===== config.mk =====
export PLATFORM = sky130hd
export DESIGN_NAME = pipe_controller
export DESIGN_NICKNAME = d
export VERILOG_FILES = /design/src/rtl/pipe_controller_pkg.sv /design/src/rtl/cond_unit.sv /design/src/rtl/pipe_controller.sv
export SDC_FILE = /design/constraint.sdc
export NUM_CORES = 1
export LEC_CHECK = 0
export BUFFER_PORTS_ARGS = -buffer_cell sky130_fd_sc_hd__buf_2
export CAP_MARGIN = 0
export CORE_ASPECT_RATIO = 0.9
export CORE_MARGIN = 10
export CORE_UTILIZATION = 49
export CTS_BUF_LIST = sky130_fd_sc_hd__clkbuf_8 sky130_fd_sc_hd__clkbuf_16
export DETAILED_ROUTE_END_ITERATION = 12
export PLACE_DENSITY = 0.77
export SETUP_SLACK_MARGIN = 0.4
export SYNTH_ARGS = -nofsm -noshare
export SYNTH_HDL_FRONTEND = slang
export SYNTH_SLANG_ARGS = --single-unit

===== constraint.sdc =====
create_clock -name clk -period 2.5 [get_ports clk]
set_clock_uncertainty 0.1 [all_clocks]
set_input_delay 0.375 -clock clk [delete_from_list [all_inputs] [get_ports clk]]
set_output_delay 0.375 -clock clk [all_outputs]
set_load 0.02 [all_outputs]

===== src/rtl/pipe_controller_pkg.sv =====
// rtl/pipe_controller_pkg.sv - shared encodings and per-stage control bundles for pipe_controller
package pipe_controller_pkg;

    typedef enum logic [1:0] {
        OP_DP   = 2'b00,
        OP_MEM  = 2'b01,
        OP_BR   = 2'b10,
        OP_NONE = 2'b11
    } op_e;

    localparam logic [3:0] CMD_AND = 4'b0000;
    localparam logic [3:0] CMD_SUB = 4'b0010;
    localparam logic [3:0] CMD_ADD = 4'b0100;
    localparam logic [3:0] CMD_CMP = 4'b1010;
    localparam logic [3:0] CMD_ORR = 4'b1100;

    typedef enum logic [1:0] {
        ALU_ADD = 2'b00,
        ALU_SUB = 2'b01,
        ALU_AND = 2'b10,
        ALU_ORR = 2'b11
    } alu_op_e;

    typedef enum logic [3:0] {
        COND_EQ = 4'h0, COND_NE = 4'h1, COND_CS = 4'h2, COND_CC = 4'h3,
        COND_MI = 4'h4, COND_PL = 4'h5, COND_VS = 4'h6, COND_VC = 4'h7,
        COND_HI = 4'h8, COND_LS = 4'h9, COND_GE = 4'hA, COND_LT = 4'hB,
        COND_GT = 4'hC, COND_LE = 4'hD, COND_AL = 4'hE, COND_NV = 4'hF
    } cond_e;

    typedef struct packed {
        logic       reg_w;
        logic       mem_w;
        logic       mem_to_reg;
        logic       pc_src;
        logic       branch;
        logic       alu_src;
        alu_op_e    alu_control;
        logic [1:0] flag_w;
        cond_e      cond;
    } ctrl_e_t;

    typedef struct packed {
        logic reg_w;
        logic mem_w;
        logic mem_to_reg;
        logic pc_src;
    } ctrl_m_t;

    typedef struct packed {
        logic reg_w;
        logic mem_to_reg;
        logic pc_src;
    } ctrl_w_t;

endpackage


===== src/rtl/cond_unit.sv =====
// rtl/cond_unit.sv - NZCV flags register and Execute-stage condition evaluation
module cond_unit
    import pipe_controller_pkg::*;
(
    input  logic       clk,
    input  logic       reset,
    input  logic [3:0] cond,
    input  logic [3:0] alu_flags,
    input  logic [1:0] flag_w,
    output logic       cond_ex
);

    logic [3:0] flags;
    logic       n, z, c, v;

    assign {n, z, c, v} = flags;

    always_comb begin
        cond_ex = 1'b0;
        case (cond_e'(cond))
            COND_EQ: cond_ex = z;
            COND_NE: cond_ex = !z;
            COND_CS: cond_ex = c;
            COND_CC: cond_ex = !c;
            COND_MI: cond_ex = n;
            COND_PL: cond_ex = !n;
            COND_VS: cond_ex = v;
            COND_VC: cond_ex = !v;
            COND_HI: cond_ex = c & !z;
            COND_LS: cond_ex = !c | z;
            COND_GE: cond_ex = (n == v);
            COND_LT: cond_ex = (n != v);
            COND_GT: cond_ex = !z & (n == v);
            COND_LE: cond_ex = z | (n != v);
            COND_AL: cond_ex = 1'b1;
            default: cond_ex = 1'b0;
        endcase
    end

    // NZ and CV halves load independently so logical ops leave C and V alone
    always_ff @(posedge clk or posedge reset) begin
        if (reset) begin
            flags <= 4'b0000;
        end else begin
            if (flag_w[1] & cond_ex) flags[3:2] <= alu_flags[3:2];
            if (flag_w[0] & cond_ex) flags[1:0] <= alu_flags[1:0];
        end
    end

endmodule


===== src/rtl/pipe_controller.sv =====
// rtl/pipe_controller.sv - decode and D/E/M/W control pipeline for the 5-stage ARM-subset datapath
module pipe_controller
    import pipe_controller_pkg::*;
(
    input  logic        clk,
    input  logic        reset,
    input  logic [19:0] InstrD,
    input  logic [3:0]  ALUFlagsE,
    input  logic        FlushE,
    output logic [1:0]  RegSrcD,
    output logic [1:0]  ImmSrcD,
    output logic        ALUSrcE,
    output logic [1:0]  ALUControlE,
    output logic        BranchTakenE,
    output logic        MemWriteM,
    output logic        RegWriteM,
    output logic        MemtoRegE,
    output logic        RegWriteW,
    output logic        MemtoRegW,
    output logic        PCSrcW,
    output logic        PCWrPendingF
);

    logic [3:0] cond_d;
    logic [1:0] op_d;
    logic [5:0] funct_d;
    logic [3:0] rd_d;
    logic       unused_rn;

    assign cond_d    = InstrD[19:16];
    assign op_d      = InstrD[15:14];
    assign funct_d   = InstrD[13:8];
    assign rd_d      = InstrD[3:0];
    assign unused_rn = ^InstrD[7:4];

    ctrl_e_t ctrl_d;
    ctrl_e_t ctrl_e;
    ctrl_m_t ctrl_m;
    ctrl_w_t ctrl_w;
    logic    cond_ex_e;

    always_comb begin
        ctrl_d      = '0;
        RegSrcD     = 2'b00;
        ImmSrcD     = 2'b00;
        ctrl_d.cond = cond_e'(cond_d);
        case (op_e'(op_d))
            OP_DP: begin
                ctrl_d.alu_src = funct_d[5];
                case (funct_d[4:1])
                    CMD_ADD: begin ctrl_d.alu_control = ALU_ADD; ctrl_d.reg_w = 1'b1; end
                    CMD_SUB: begin ctrl_d.alu_control = ALU_SUB; ctrl_d.reg_w = 1'b1; end
                    CMD_AND: begin ctrl_d.alu_control = ALU_AND; ctrl_d.reg_w = 1'b1; end
                    CMD_ORR: begin ctrl_d.alu_control = ALU_ORR; ctrl_d.reg_w = 1'b1; end
                    CMD_CMP: ctrl_d.alu_control = ALU_SUB;
                    default: ctrl_d.alu_control = ALU_ADD;
                endcase
                // only arithmetic ops produce meaningful C and V
                ctrl_d.flag_w = {funct_d[0],
                                 funct_d[0] & (ctrl_d.alu_control == ALU_ADD ||
                                               ctrl_d.alu_control == ALU_SUB)};
            end
            OP_MEM: begin
                ctrl_d.alu_src = 1'b1;
                ImmSrcD        = 2'b01;
                if (funct_d[0]) begin
                    ctrl_d.reg_w      = 1'b1;
                    ctrl_d.mem_to_reg = 1'b1;
                end else begin
                    ctrl_d.mem_w = 1'b1;
                    RegSrcD      = 2'b10;
                end
            end
            OP_BR: begin
                ctrl_d.branch  = 1'b1;
                ctrl_d.alu_src = 1'b1;
                ImmSrcD        = 2'b10;
                RegSrcD        = 2'b01;
            end
            default: ;
        endcase
        ctrl_d.pc_src = ctrl_d.reg_w & (rd_d == 4'hF);
    end

    cond_unit u_cond (
        .clk       (clk),
        .reset     (reset),
        .cond      (ctrl_e.cond),
        .alu_flags (ALUFlagsE),
        .flag_w    (ctrl_e.flag_w),
        .cond_ex   (cond_ex_e)
    );

    always_ff @(posedge clk or posedge reset) begin
        if (reset) begin
            ctrl_e <= '0;
            ctrl_m <= '0;
            ctrl_w <= '0;
        end else begin
            if (FlushE) ctrl_e <= '0;
            else        ctrl_e <= ctrl_d;
            ctrl_m.reg_w      <= ctrl_e.reg_w & cond_ex_e;
            ctrl_m.mem_w      <= ctrl_e.mem_w & cond_ex_e;
            ctrl_m.mem_to_reg <= ctrl_e.mem_to_reg;
            ctrl_m.pc_src     <= ctrl_e.pc_src & cond_ex_e;
            ctrl_w.reg_w      <= ctrl_m.reg_w;
            ctrl_w.mem_to_reg <= ctrl_m.mem_to_reg;
            ctrl_w.pc_src     <= ctrl_m.pc_src;
        end
    end

    assign ALUSrcE      = ctrl_e.alu_src;
    assign ALUControlE  = ctrl_e.alu_control;
    assign MemtoRegE    = ctrl_e.mem_to_reg;
    assign BranchTakenE = ctrl_e.branch & cond_ex_e;
    assign MemWriteM    = ctrl_m.mem_w;
    assign RegWriteM    = ctrl_m.reg_w;
    assign RegWriteW    = ctrl_w.reg_w;
    assign MemtoRegW    = ctrl_w.mem_to_reg;
    assign PCSrcW       = ctrl_w.pc_src;
    // ungated E-stage pc_src keeps this conservative for the hazard unit
    assign PCWrPendingF = ctrl_d.pc_src | ctrl_e.pc_src | ctrl_m.pc_src;

endmodule


Word-level counts from Yosys, hierarchy flattened

Index checks and enable logic that the tools add are counted.

Equality and inequality tests: 24
Mux-type cells: 15
Bitwise operators: 14
Reductions and logical operators: 12

Operators with widths:

| cell                 | number |
|---|---|
| $eq A4 B4 Y1 const B | 10 |
| $eq A4 B3 Y1 const B | 5 |
| $pmux W1 S15         | 1 |
| $mux W14             | 1 |
| $eq A4 B2 Y1 const B | 3 |
| $and A1 B1 Y1        | 10 |
| $logic_not A4 Y1     | 2 |
| $pmux W2 S2          | 2 |
| $mux W2              | 3 |
| $pmux W2 S3          | 1 |
| $eq A2 B1 Y1 const B | 2 |
| $eq A4 B1 Y1 const B | 1 |
| $logic_not A1 Y1     | 4 |
| $logic_not A2 Y1     | 2 |
| $mux W1              | 4 |
| $mux W4              | 1 |
| $or A1 B1 Y1         | 4 |
| $pmux W1 S2          | 2 |
| $reduce_or A2 Y1     | 2 |
| $reduce_or A4 Y1     | 1 |
| $eq A2 B2 Y1 const B | 1 |
| $eq A1 B1 Y1         | 1 |
| $logic_or A1 B1 Y1   | 1 |
| $ne A1 B1 Y1         | 1 |

Bits in registers: 25
Word-level logic and storage cells: 83

Depth between registers and ports, before layout

Depth after elaboration: 9
Gate-level depth with buffers: 6
Depth with buffers taken out: 5

Modules after synthesis

A second synthesis with hierarchy kept.

Cells, all modules: 114
Area, all modules: 1312.5 um2

By module, submodules not included:

| module          | times used | cells an instance | area an instance (um2) |
|---|---|---|---|
| pipe_controller | 1          | 67                | 853.3 |
| cond_unit       | 1          | 47                | 459.2 |

Worst setup path before layout

Ideal clock, no wire load.

Path kind: reg-to-output
Start: reg u_cond.flags[0]
End: out BranchTakenE
Arrival time: 1761 ps
Path slack: 264 ps
Stages on the path, launching flop included: 6
Path buffers: 0
Cell sequence: dfrtp_1 xor2_1 or4_1 a311oi_2 nor3_1 nor2b_1

Cells in the longest elaborated chain, start to end: 4

RTL lines:

| what                                          | RTL line                         | RTL |
|---|---|---|
| start: declaration                            | cond_unit.sv:13                  | `logic [3:0] flags;` |
| start signal: assignment                      | cond_unit.sv:46                  | `if (flag_w[0] & cond_ex) flags[1:0] <= alu_flags[1:0];` |
| $ne A1 B1 Y1 or $eq A1 B1 Y1 (tied branches)  | -                                |  |
| $or A1 B1 Y1 or $and A1 B1 Y1 (tied branches) | cond_unit.sv:34, cond_unit.sv:33 |  |
| $pmux W1 S15 (*)                              | cond_unit.sv:20                  | `case (cond_e'(cond))` |
| $and A1 B1 Y1 (*)                             | pipe_controller.sv:115           | `assign BranchTakenE = ctrl_e.branch & cond_ex_e;` |
| end: declaration                              | pipe_controller.sv:14            | `output logic BranchTakenE,` |

Mark *: on every way between the ends. The rest lies on a longest branch, timed or not.

Worst setup path in the final report

Start: reg ctrl_e[2] (netlist bit)
End: out BranchTakenE

Cells in the longest elaborated chain, start to end: 3

RTL lines:

| what                                       | RTL line               | RTL |
|---|---|---|
| start: declaration                         | pipe_controller.sv:37  | `ctrl_e_t ctrl_e;` |
| start signal: assignment                   | pipe_controller.sv:101 | `else ctrl_e <= ctrl_d;` |
| $eq A4 B4 Y1, or another cell as far along | cond_unit.sv:20        |  |
| $pmux W1 S15 (*)                           | cond_unit.sv:20        |  |
| $and A1 B1 Y1 (*)                          | pipe_controller.sv:115 |  |

Marks and branches as above.

==> impl_table.tex <==
\begin{tabular}{lr}
\hline
Metric & Value \\
\hline
\multicolumn{2}{l}{\textbf{STA}} \\
\quad Final Max Tran Viols & 0 \\
\quad Worst-margin pin slew & 0.895 ns \\
\quad Post-route fraction of the period consumed by the critical path & 1.02 \\
\quad Fmax & 394 MHz \\
\quad Setup repair after global routing missed its margin & yes \\
\quad Relative max-transition margin & 0.403 \\
\quad Number of hold violations in the final report & 0 \\
\quad Final Setup Violations & 1 \\
\quad Worst setup slack after layout & -0.0406 ns \\
\quad Min cycle time layout & 2.54 ns \\
\multicolumn{2}{l}{\textbf{Critical path}} \\
\quad Critical path launch point type & flip-flop \\
\quad Start point of the critical path & ctrl\_e[2]\$\_DFF\_PP0\_ \\
\quad Highest net fanout along the worst path & 10 \\
\quad CP Data Arrival Time & roughly 2.1 ns \\
\quad Worst path max stage delay & slightly below 0.5 ns \\
\quad FF-to-FF Start & ctrl\_e[2]\$\_DFF\_PP0\_ \\
\quad Crit path capture type & primary output \\
\quad End of the worst register-to-register path & u\_cond.flags[3]\$\_DFFE\_PP0P\_ \\
\quad CP cell instances & and3b\_2 -> o311a\_1 -> a221o\_1 -> nor3\_4 -> nor2b\_2 -> buf\_2 \\
\quad Worst Path Required & 2.03 ns \\
\quad Worst Setup Path Type & reg2out \\
\quad Flop-to-flop setup slack & roughly 0.17 ns \\
\quad Number of cells on the worst reg-to-reg path & 5 \\
\quad Timing endpoint of the critical path & BranchTakenE \\
\quad Worst-path cell with the longest stage delay & dfrtp\_2 \\
\multicolumn{2}{l}{\textbf{Status}} \\
\quad Violated checks & setup timing \\
\quad Result of the run & finished, violations left \\
\multicolumn{2}{l}{\textbf{Clock tree}} \\
\quad Hold-fix buffers, CTS & 0 \\
\quad Clock tree from TritonCTS & done \\
\quad Clock buffer depth & 2 \\
\quad CTS H-tree depth & 1 \\
\quad CTS Root Buffer Type & clkbuf\_8 \\
\quad Sinks on the clock net & 25 \\
\quad Clock-pin transition on the worst setup and hold timing paths & 0.09 ns \\
\quad Clk\_lat worst skew & 0.26 ns \\
\quad Number of CTS-inserted buffers & 3 \\
\multicolumn{2}{l}{\textbf{Final layout}} \\
\quad Final Net Count & roughly 180 \\
\quad Antenna diodes & 0 \\
\quad Post-Layout Inst Area & approximately 1500 um\^{}2 \\
\quad Synthesis-to-finish area growth & 22.0\% \\
\quad Final core utilization & 0.619 \\
\quad Area of combinational cells with multiple inputs & between 500 and 600 um\^{}2 \\
\quad Share of cells above drive strength 1 & 0.393 \\
\quad Fill cell instance count of the final layout & 210 \\
\quad FF/Latch Area & around 630 um\^{}2 \\
\multicolumn{2}{l}{\textbf{Power and ir drop}} \\
\quad Switching share of power & 0.300 \\
\quad Maximum VDD drop & between 0.0004 and 0.0005 V \\
\quad Power density over the cells & roughly 620 nW/um\^{}2 \\
\quad Leakage power figure & 0.000782 uW \\
\quad Comb pwr share & 0.225 \\
\quad Part of the power in registers & 0.528 \\
\quad Share of total power in the clock network & 0.247 \\
\quad Int Power & 654 uW \\
\quad Net switching power & 280 uW \\
\quad Total power & 934 uW \\
\multicolumn{2}{l}{\textbf{Routing}} \\
\quad Number of vias after detailed routing & about 930 \\
\quad Top metal layer carrying routed signals & met4 \\
\quad Vias per cell & 5.35 \\
\quad DRC violations left & 0 \\
\quad Router iterations before antenna repair & 4 \\
\quad Routed length on met1 & 1110 um \\
\quad Detailed Route Iter0 Violations & 50 \\
\quad Routed wire length per instance & 15.0 um \\
\quad Length of routed met2 wiring & 1340 um \\
\quad Number of nets still failing antenna checks after routing & 0 \\
\quad Met3 routed WL & $\sim$110 um \\
\quad Post-Route WL & between 2000 and 3000 um \\
\multicolumn{2}{l}{\textbf{Run}} \\
\quad MaxCap Viol Count & 0 \\
\multicolumn{2}{l}{\textbf{GRT}} \\
\quad Combined global-route utilization of all metal layers & 0.106 \\
\quad Pin count of the biggest net entering global routing & 26 \\
\quad Via count of the first global-routing pass & 959 \\
\quad Antenna violations before repair & 0 \\
\quad Global-route wire length before repair & $\sim$4200 um \\
\quad Leftover overflow at the end of global routing & 0 \\
\multicolumn{2}{l}{\textbf{Placement}} \\
\quad Detailed placer's ending HPWL & 1930 um \\
\quad Final weighted congestion of routability-driven global placement & 0.707 \\
\quad Number of buffers added on ports & 37 \\
\quad Placed standard-cell area & approximately 1400 um\^{}2 \\
\multicolumn{2}{l}{\textbf{Floorplan}} \\
\quad Die Height & 67.6 um \\
\quad Placeable core region & 2420 um\^{}2 \\
\quad Starting density of the core & 0.508 \\
\quad Num ports & 42 \\
\quad Die footprint & 4920 um\^{}2 \\
\quad Standard-cell row count & 17 \\
\quad DIE WIDTH & 72.8 um \\
\multicolumn{2}{l}{\textbf{Min path}} \\
\quad Type of the worst min-delay path & in2async \\
\multicolumn{2}{l}{\textbf{Logic synthesis}} \\
\quad Mapped Area & 1230 um\^{}2 \\
\quad Cell count after synthesis & between 100 and 150 \\
\quad Syn Area/Cell & 11.4 um\^{}2 \\
\quad Number of synthesized register bits & 25 \\
\quad Number of warning messages in the yosys log & 0 \\
\quad Number of nets in the synthesized netlist & 141 \\
\quad Number of distinct standard cells referenced by the synthesized netlist & 38 \\
\quad Seq/Total Area, Yosys & 0.508 \\
\hline
\end{tabular}
[what timing repair did]
| item | CTS | global route |
|---|---|---|
| pin swaps | 1 | 0 |
| buffers inserted | 3 | 0 |
| resized for setup | 5 | 1 |
| setup endpoints to repair | 5 | 5 |
[synth_stat cells]
| cell type | number | share of area |
|---|---|---|
| a221o_1 | 1 | 0.0081 |
| inv_1 | 7 | 0.021 |
| nand3b_1 | 1 | 0.0061 |
| buf_4 | 3 | 0.018 |
| ha_1 | 6 | 0.061 |
| nand2_1 | 3 | 0.0091 |
| nand4_1 | 1 | 0.0051 |
| nor4b_1 | 1 | 0.0071 |
| nor3_1 | 5 | 0.020 |
| and3_1 | 1 | 0.0051 |
| a21oi_1 | 1 | 0.0041 |
| mux2_2 | 5 | 0.046 |
| and3b_2 | 1 | 0.0081 |
| o31ai_1 | 3 | 0.018 |
| o21ai_0 | 1 | 0.0041 |
| clkbuf_2 | 1 | 0.0041 |
| clkbuf_1 | 1 | 0.0030 |
| mux2_1 | 1 | 0.0091 |
| mux2i_1 | 1 | 0.0081 |
| a211o_1 | 1 | 0.0071 |
| nor3b_1 | 2 | 0.012 |
| and4b_1 | 1 | 0.0081 |
| o31a_1 | 1 | 0.0071 |
| and3_2 | 1 | 0.0061 |
| a311oi_2 | 1 | 0.012 |
| xor2_1 | 2 | 0.014 |
| a211oi_1 | 2 | 0.012 |
| a32oi_1 | 2 | 0.014 |
| or4_1 | 1 | 0.0061 |
| a22oi_1 | 1 | 0.0061 |
| o311a_1 | 1 | 0.0081 |
| nand3_1 | 1 | 0.0041 |
| buf_6 | 2 | 0.018 |
| nor4_1 | 1 | 0.0051 |
| dfrtp_1 | 25 | 0.51 |
| nor2b_1 | 11 | 0.056 |
| nor2_1 | 6 | 0.018 |
| nand2b_1 | 2 | 0.010 |
[worst max-delay path: cells and delay by family, from the launching register on]
kind	cells	cell delay (ns)
AOI/OAI and AO/OA	2	0.66
buffers and inverters	1	0.16
DFF	1	0.49
and+or+nand+nor	3	0.50
[layer usage]
metal | vias to the layer above | GRT usage
met3 | 2 | 0.0264
li1 | 449 | -
met2 | 26 | 0.197
met1 | 449 | 0.111
met5 | - | 0
met4 | 0 | 0.0498
[power groups by stage]
stage,clock [uW],combinational [uW],sequential (uW)
floorplan,0,139,484
global placement,0,174,493
detailed placement,0,180,498
CTS,234,208,489
global route,251,232,499
finish,231,210,493
[cell usage in the layout, fill, tap and decap left out, drive strengths merged, types with 3 or more instances in the layout]
cell    synthesis  layout
nand2           3       3
mux2            6       6
o31ai           3       3
inv             7       8
nor2            6       6
buf             5      40
ha              6       6
clkbuf          2       3
dfrtp          25      25
nor2b          11      11
nor3            5       5
[state kept, by name, summed over array words and instances (netlist names)]
| register | cells |
|---|---|
| ALUControlE | 2 |
| ALUSrcE | 1 |
| MemWriteM | 1 |
| MemtoRegE | 1 |
| MemtoRegW | 1 |
| PCSrcW | 1 |
| RegWriteM | 1 |
| RegWriteW | 1 |
| ctrl_e | 10 |
| ctrl_m | 2 |
| u_cond.flags | 4 |
[cells by family after synthesis]
kind of cell	after synthesis	share of synthesized area
AOI/OAI and AO/OA	15	0.102
muxes	7	0.0630
xor gates and xnor gates	2	0.0142
buffers and inverters	14	0.0650
and+or+nand+nor	39	0.187
DFF	25	0.508
adders and majority gates	6	0.0610
[area by class of cell]
type	count	area share
Sequential cell	25	0.418
Multi-Input combinational cell	69	0.372
Timing Repair Buffer	40	0.138
Clock buffer	3	0.0275
Tap cell	28	0.0233
Inverter	7	0.0175
Clock inverter	1	0.00250
[how the worst min path moves through the flow]
stage,start,to,slack [ns],depth (start not counted)
after floorplan,ctrl_m[1]$_DFF_PP0_,MemtoRegW$_DFF_PP0_,0.23,0
after global placement,ctrl_m[1]$_DFF_PP0_,MemtoRegW$_DFF_PP0_,0.23,0
after detailed placement,ctrl_m[1]$_DFF_PP0_,MemtoRegW$_DFF_PP0_,0.25,0
after CTS,InstrD[9],ALUControlE[0]$_DFF_PP0_,0.21,2
after global routing,InstrD[9],ALUControlE[0]$_DFF_PP0_,0.21,2
final,reset,u_cond.flags[2]$_DFFE_PP0P_,0.19,2
[per-stage QoR]
step	hold WS, ns	worst slack [ns]	setup TNS (ns)	std cells
floorplan	0.231	0.360	0	108
global placement	0.234	0.175	0	166
detailed placement	0.248	0.110	0	166
CTS	0.206	-0.0283	-0.0283	173
global route	0.207	-0.128	-0.128	173
finish	0.190	-0.0406	-0.0406	173
Power figures use the tool's default switching activity.
